===== src/rtl/threshold_compress_stream.sv =====
// Streaming threshold quantiser: each input element becomes a ternary trit (5 per byte, base-3)
// or a binary bit, and the elements are packed into OUTPUT_WIDTH-bit output words.
module threshold_compress_stream #(
    parameter int unsigned OUTPUT_WIDTH = 8,
    localparam int unsigned COUNTER_WIDTH = $clog2(OUTPUT_WIDTH)
) (
    input  logic                     clk_i,
    input  logic                     rst_ni,
    input  logic                     enable_i,
    input  logic                     mode_i,
    input  logic                     valid_i,
    output logic                     ready_o,
    input  logic [31:0]              data_i,
    input  logic [31:0]              thresholds_i,
    input  logic                     flush_i,
    output logic [OUTPUT_WIDTH-1:0]  data_o,
    output logic                     valid_o,
    input  logic                     ready_i,
    output logic [COUNTER_WIDTH-1:0] counter_o
);

    localparam int unsigned TRITS_PER_WORD = 5 * OUTPUT_WIDTH / 8;
    localparam int unsigned BITS_PER_WORD  = OUTPUT_WIDTH;
    localparam int unsigned BYTES_PER_WORD = OUTPUT_WIDTH / 8;

    if (OUTPUT_WIDTH != 8 && OUTPUT_WIDTH != 16 && OUTPUT_WIDTH != 24 && OUTPUT_WIDTH != 32) begin : g_bad_width
        $error("OUTPUT_WIDTH must be 8, 16, 24 or 32");
    end

    logic [COUNTER_WIDTH-1:0]          cnt_q, last_idx;
    logic [TRITS_PER_WORD-1:0][1:0]    dig_q, dig_d;
    logic [BITS_PER_WORD-1:0]          bits_q, bits_d;
    logic [OUTPUT_WIDTH-1:0]           data_q, word_d;
    logic                              valid_q, mode_q;
    logic                              cur_mode, stall, ready, accept, flush_take, complete;
    logic                              gt, lt;
    logic signed [31:0]                hi_s, lo_s;
    logic [1:0]                        digit;
    int unsigned                       sum, weight;

    always_comb begin
        hi_s     = {{16{thresholds_i[31]}}, thresholds_i[31:16]};
        lo_s     = {{16{thresholds_i[15]}}, thresholds_i[15:0]};
        gt       = $signed(data_i) > hi_s;
        lt       = $signed(data_i) < lo_s;
        digit    = gt ? 2'd2 : (lt ? 2'd0 : 2'd1);

        cur_mode = (cnt_q == '0) ? mode_i : mode_q;
        last_idx = cur_mode ? COUNTER_WIDTH'(BITS_PER_WORD - 1) : COUNTER_WIDTH'(TRITS_PER_WORD - 1);
        stall    = valid_q && !ready_i;
        // Hold off anything that would complete a word while the output register is still occupied.
        ready    = enable_i && rst_ni && !(stall && ((cnt_q == last_idx) || flush_i));
        accept   = valid_i && ready;
        flush_take = enable_i && flush_i && !stall && ((cnt_q != '0) || accept);
        complete   = (accept && (cnt_q == last_idx)) || flush_take;

        dig_d  = dig_q;
        bits_d = bits_q;
        if (accept) begin
            if (cur_mode) begin
                bits_d[cnt_q] = gt;
            end else begin
                dig_d[cnt_q] = digit;
            end
        end

        // Unfilled digits idle at 1 (trit 0), so flush padding falls out of the base-3 sum.
        word_d = '0;
        sum    = 0;
        weight = 1;
        if (cur_mode) begin
            word_d = bits_d;
        end else begin
            for (int unsigned g = 0; g < BYTES_PER_WORD; g++) begin
                sum    = 0;
                weight = 1;
                for (int unsigned i = 0; i < 5; i++) begin
                    sum    = sum + 32'(dig_d[5*g+i]) * weight;
                    weight = weight * 3;
                end
                word_d[8*g +: 8] = 8'(sum);
            end
        end
    end

    always_ff @(posedge clk_i) begin
        if (!rst_ni) begin
            cnt_q   <= '0;
            dig_q   <= {TRITS_PER_WORD{2'd1}};
            bits_q  <= '0;
            data_q  <= '0;
            valid_q <= 1'b0;
            mode_q  <= 1'b0;
        end else if (enable_i) begin
            if (accept && (cnt_q == '0)) begin
                mode_q <= mode_i;
            end
            if (complete) begin
                data_q  <= word_d;
                valid_q <= 1'b1;
                cnt_q   <= '0;
                dig_q   <= {TRITS_PER_WORD{2'd1}};
                bits_q  <= '0;
            end else begin
                if (accept) begin
                    cnt_q  <= cnt_q + COUNTER_WIDTH'(1);
                    dig_q  <= dig_d;
                    bits_q <= bits_d;
                end
                if (valid_q && ready_i) begin
                    valid_q <= 1'b0;
                end
            end
        end
    end

    assign ready_o   = ready;
    assign data_o    = data_q;
    assign valid_o   = valid_q;
    assign counter_o = cnt_q;

endmodule

===== config.mk =====
export PLATFORM = sky130hd
export DESIGN_NAME = threshold_compress_stream
export DESIGN_NICKNAME = d
export VERILOG_FILES = /design/src/rtl/threshold_compress_stream.sv
export SDC_FILE = /design/constraint.sdc
export NUM_CORES = 1
export LEC_CHECK = 0
export CAP_MARGIN = 30
export CORE_AREA = 2 2 90 83
export CTS_BUF_LIST = sky130_fd_sc_hd__clkbuf_8
export CTS_CLUSTER_SIZE = 16
export DETAILED_ROUTE_END_ITERATION = 10
export DIE_AREA = 0 0 92 85
export PLACE_DENSITY = 0.88
export SYNTH_ARGS = -nofsm -noshare
export SYNTH_HDL_FRONTEND = slang
export SYNTH_SLANG_ARGS = --single-unit

===== constraint.sdc =====
create_clock -name clk_i -period 14.08 [get_ports clk_i]
set_clock_uncertainty 0.15 [all_clocks]
set_input_delay 2.816 -clock clk_i [delete_from_list [all_inputs] [get_ports clk_i]]
set_output_delay 2.816 -clock clk_i [all_outputs]
set_load 0.02 [all_outputs]

# == Word level (Yosys, flattened, before mapping) ==
# Index checks and enable logic that the tools add are counted.
# totals
regBits,31
input_bits,71
elab_cells,73
# classes
addsub,5
n_mul,4
n_lt_le_gt_ge,4
n_eq_ne,1
n_mux,23
reduce_logical,26
# op_table
op,count
$mux 10,4
$mux 8,5
$gt 32x16->1,1
$lt 32x16->1,1
$logic_and 1x1->1,12
$bwmux 10,1
$add 7x7->8,1
$add 8x8->8,1
$bwmux 8,1
$mul 2x7->8 const B,1
$reduce_and 2->1,4
$add 5x6->7,1
$mul 2x5->7 const B,1
$demux 2 s3,1
$mul 2x4->6 const B,1
$mux 2,3
$mux 3,2
$add 2x4->5,1
$mux 1,5
$lt 3x4->1 const B,1
$mul 2x2->4 const B,1
$reduce_bool 2->1,2
$add 3x1->3 const B,1
$demux 1 s3,1
other kinds (6),10

# == Depth between registers and ports, before layout ==
# depth
depth_word,16
ltp_mapped,26
depth_no_buf,26

# == Worst setup path before layout ==
# Ideal clock, no wire load.
# synth_timing
path_kind,input to register
start,input thresholds_i[31]
end,register data_q[7] (netlist: data_o[7])
setup_ps,116
arrival_time_ps,8397
path_slack_ps,5418
cell_stages,26
n_path_buf,0
cell_sequence,inv_1 ha_1 nand4_2 or4_4 o21ai_1 o21ai_1 o2111ai_2 and2_4 mux2_2 inv_1 fa_1 fa_1 inv_1 fa_1 inv_1 fa_1 inv_1 ha_1 a21oi_1 o211ai_1 a21oi_1 xnor2_1 xor2_1 a32oi_1 a22o_1 and3_1
# synth_between
elab_chain_cells,11
# synth_rtl
element,line_no,rtl
start: declaration,14,"input logic [31:0] thresholds_i,"
$gt 32x16->1 (*),44,gt = $signed(data_i) > hi_s;
$mux 2,46,digit = gt ? 2'd2 : (lt ? 2'd0 : 2'd1);
$bwmux 10,63,dig_d[cnt_q] = digit;
$mux 10,60,if (cur_mode) begin
$mux 10,59,if (accept) begin
$mul 2x2->4,78,sum = sum + 32'(dig_d[5*g+i]) * weight;
$add 2x4->5,78,
$add 5x6->7,78,
$add 7x7->8,78,
$add 8x8->8,78,
$mux 8 (*),71,if (cur_mode) begin
end signal: assignment,99,data_q <= word_d;
end: declaration,33,"logic [OUTPUT_WIDTH-1:0] data_q, word_d;"
# Every way passes the cells marked *; elsewhere a longest branch is shown, timed or not.
# A chain may end at the register's enable or synchronous reset.

# == Worst setup path in the final report ==
# Ends and elaborated chain as after synthesis.

==> results_dict.tcl <==
set metrics [dict create \
    outcome "finished, final reports clean" \
    gp_congestion 0.920 \
    cts_max_path_buffers 2 \
    synth-simple-area-share_pct 19.6 \
    syn_inst 465 \
    die_h_um 85 \
    max_freq_ghz 0.106 \
    drive_above_1_share_pct 5.29 \
    grt_usage_pct 26.6 \
    ios 84 \
    vias 3793 \
    grt_max_degree 23 \
    leakage_nw 2.23 \
    synth_area_um2 3880 \
    io_buffers 83 \
    synth_warnings 0 \
    synth_compound_area_share_pct 18.9 \
    setup.worst_path.start_class "input pin" \
    switching_share_pct 34.7 \
    hold-worst-slack_ns 0.318 \
    ys.flop_type "dfxtp_1" \
    wirelength_um 10100 \
    synth_fp_nets 631 \
    grt_pass1_vias 3919 \
    finalNetCount 713 \
    worst_slew_pin_slew_ns 0.706 \
    critical_path_class "in -> reg" \
    overflow 0 \
    die_x_um 92 \
    seqPwrFrac_pct 34.0 \
    maxCapViolCount 0 \
    avgSynthCellArea_um2 8.35 \
    clockRootBuffer "clkbuf_8" \
    synth.distinct_cells 60 \
    p_int_w 0.000175 \
    period_share_pct 66.9 \
    power.switching_w 0.0000932 \
    min_period_ns 9.42 \
    fp.coreArea_um2 6890 \
    start_util_pct 56.3 \
    clkTransAtPathRegs_ns 0.07 \
    synth_top_family_by_area "adder cells" \
    cts.repair.resized 0 \
    place_ws_ns 4.44 \
    crit_arrival_ns 9.45 \
    insertion_delay_ns 0.29 \
    yosys.area_share.adder_pct 32.7 \
    r2r_end "data_o[7]" \
    dpl.hpwl_um 8510 \
    cp.required_ns 14.11 \
    crit_path_end "data_o[7]" \
    antenna_left 0 \
    synthArstFlopShare_pct 0 \
    p_clk_share_pct 25.0 \
    r2r_cells 24 \
    remaining_drc_errors 0 \
    max-vdd-ir-drop_mv 0.0323 \
    crit_fanout 17 \
    hold_buffers 0 \
    cts_max_level 2 \
    min_path_type "reg -> reg" \
    worst_slack_ns 4.66 \
    area_growth_pct 25.3 \
    num_antenna_cells 0 \
    hold_violations 0 \
    synth_xor_area_share_pct 1.58 \
    slew_violations 0 \
    cts_num_sinks 31 \
    slew_headroom_pct 52.8 \
    drt_iter0_drc 202 \
    fin_tns_setup_ns 0 \
    comb_power_share_pct 41.1 \
    drtPass1Iterations 5 \
    ys_ff_latch 31 \
    post_cts_buffers 0 \
    antenna_found_initial 0 \
    p_per_area_nw_per_um2 55.2 \
    cts_tree "yes" \
    row_count 29 \
    cp-startpoint "thresholds_i[31]" \
    yosysSeqAreaShare_pct 16.0 \
    synth_edf_count 0 \
    reg2reg_slack_ns 7.60 \
    synth_area_leader_cell "ha_1" \
    yosys.area.top_type_share_pct 27.1 \
    rsz0062_at_grt "no" \
    numCtsBuffers 5 \
    synth_mux_area_share_pct 3.22 \
    ys_top_cells_by_area "ha_1, dfxtp_1, inv_1" \
    grt_pass1_wl_um 17300 \
    dieArea_um2 7820 \
    wl_per_cell_um 15.7 \
    r2r_start "counter_o[0]" \
    finalSetupViolCount 0 \
    endpoint_kind "flop" \
    viasPerCell 5.92 \
]
## power by group through the flow
stage	clock network, W	registers (W)	logic [W]
after floorplan	0	0.0000929	0.0000670
after global routing	0.0000705	0.0000914	0.000122
final	0.0000670	0.0000912	0.000110
after CTS	0.0000666	0.0000911	0.000109
after detailed placement	0	0.0000930	0.000108
after global placement	0	0.0000928	0.000102
## final cells by class
class                   count  area (um^2)
multi-input cells         356         2950
fillers                   541         2030
repair buffers             84          838
flip-flops and latches     31          621
inverters                  69          259
well taps                  93          116
clock buffers               5         68.8
clock inverters             3         12.5
## worst max-delay path, stage by stage
cell,delay (ns)
clkdlybuf4s50_1,0.46
inv_1,0.24
ha_1,0.48
nand4_2,0.12
or4_4,0.56
o21ai_1,0.13
o21ai_1,0.09
o2111ai_2,0.24
and2_4,0.29
mux2_2,0.22
inv_1,0.06
fa_1,0.44
fa_1,0.49
inv_1,0.06
fa_1,0.52
inv_1,0.05
fa_1,0.46
inv_1,0.08
ha_1,0.23
a21oi_1,0.19
o211ai_1,0.12
a21oi_1,0.19
xnor2_1,0.21
xor2_1,0.19
a32oi_1,0.12
a22o_1,0.21
and3_1,0.16
## metal layers
layer | vias to the layer above | wire, um | global-route usage (%)
met3 | 29 | 689 | 4.26
met5 | - | 0 | 0
met1 | 1754 | 4320 | 32.4
li1 | 1834 | - | -
met4 | 0 | 224 | 8.14
met2 | 176 | 4860 | 48.3
## synthesized netlist by cell type (all sizes together) (2+ instances only)
| cell | n |
|---|---|
| dfxtp | 31 |
| o21bai | 2 |
| xnor2 | 4 |
| ha | 84 |
| nor3 | 5 |
| and3 | 8 |
| buf | 3 |
| a22oi | 9 |
| nor3b | 3 |
| o2111ai | 3 |
| nand3b | 2 |
| o21a | 5 |
| nor2b | 7 |
| and4 | 3 |
| and2 | 4 |
| nor2 | 19 |
| clkbuf | 6 |
| o22ai | 8 |
| a21oi | 28 |
| xor2 | 3 |
| nand3 | 15 |
| o211ai | 10 |
| a221o | 2 |
| a21o | 3 |
| mux2i | 8 |
| or2 | 2 |
| a31oi | 2 |
| mux2 | 4 |
| nand2b | 4 |
| a21boi | 4 |
| a211oi | 7 |
| inv | 69 |
| a32o | 2 |
| nand4 | 16 |
| o21ai | 17 |
| nand2 | 42 |
| fa | 11 |
## layout by cell type, fill, tap and decap left out, types with 5 or more instances in the layout
cell / Yosys / layout
o211ai_1: 10 / 10
o21ai_0: 14 / 14
nand3_1: 15 / 15
nor2_1: 19 / 19
a211oi_1: 6 / 6
clkdlybuf4s50_1: 0 / 83
nor2b_1: 7 / 7
a22oi_1: 9 / 9
dfxtp_1: 31 / 31
nand4_1: 15 / 15
ha_1: 84 / 84
and3_1: 8 / 8
inv_1: 68 / 70
nand2_1: 39 / 39
a21oi_1: 28 / 28
o21a_1: 5 / 5
clkbuf_8: 0 / 5
fa_1: 11 / 11
o22ai_1: 8 / 8
mux2i_1: 8 / 8
## worst min path at each step
stage,cells past startpoint,from,end
CTS,2,dig_q[0],dig_q[0]
global route,2,bits_q[6],bits_q[6]
finish,2,dig_q[0],dig_q[0]
floorplan,2,dig_q[0],dig_q[0]
global placement,2,bits_q[6],bits_q[6]
detailed placement,2,dig_q[0],dig_q[0]
## state kept, by name, summed over array words and instances (netlist names)
register	count
dig_q	10
bits_q	8
data_o	8
counter_o	3
mode_q	1
valid_o	1
## cells by family (layout without fill, tap and decap cells)
kind of cell,count (synthesis),in the layout
AND/OR/NAND/NOR,134,134
AO/OA/AOI/OAI,108,108
adder cells (fa/ha/maj),95,95
buffers and inverters,78,161
flip-flops,31,31
multiplexers,12,12
XOR/XNOR,7,7
## stage by stage
stage	power (W)	cell area [um^2]	utilization, %	std cells
5_1_grt	0.000284	4870	70.6	641
4_1_cts	0.000267	4870	70.6	641
6_report	0.000268	4870	70.6	641
3_5_place_dp	0.000201	4780	69.4	633
3_3_place_gp	0.000195	4780	69.3	632
2_1_floorplan	0.000160	3880	-	465
Power figures use the tool's default switching activity.
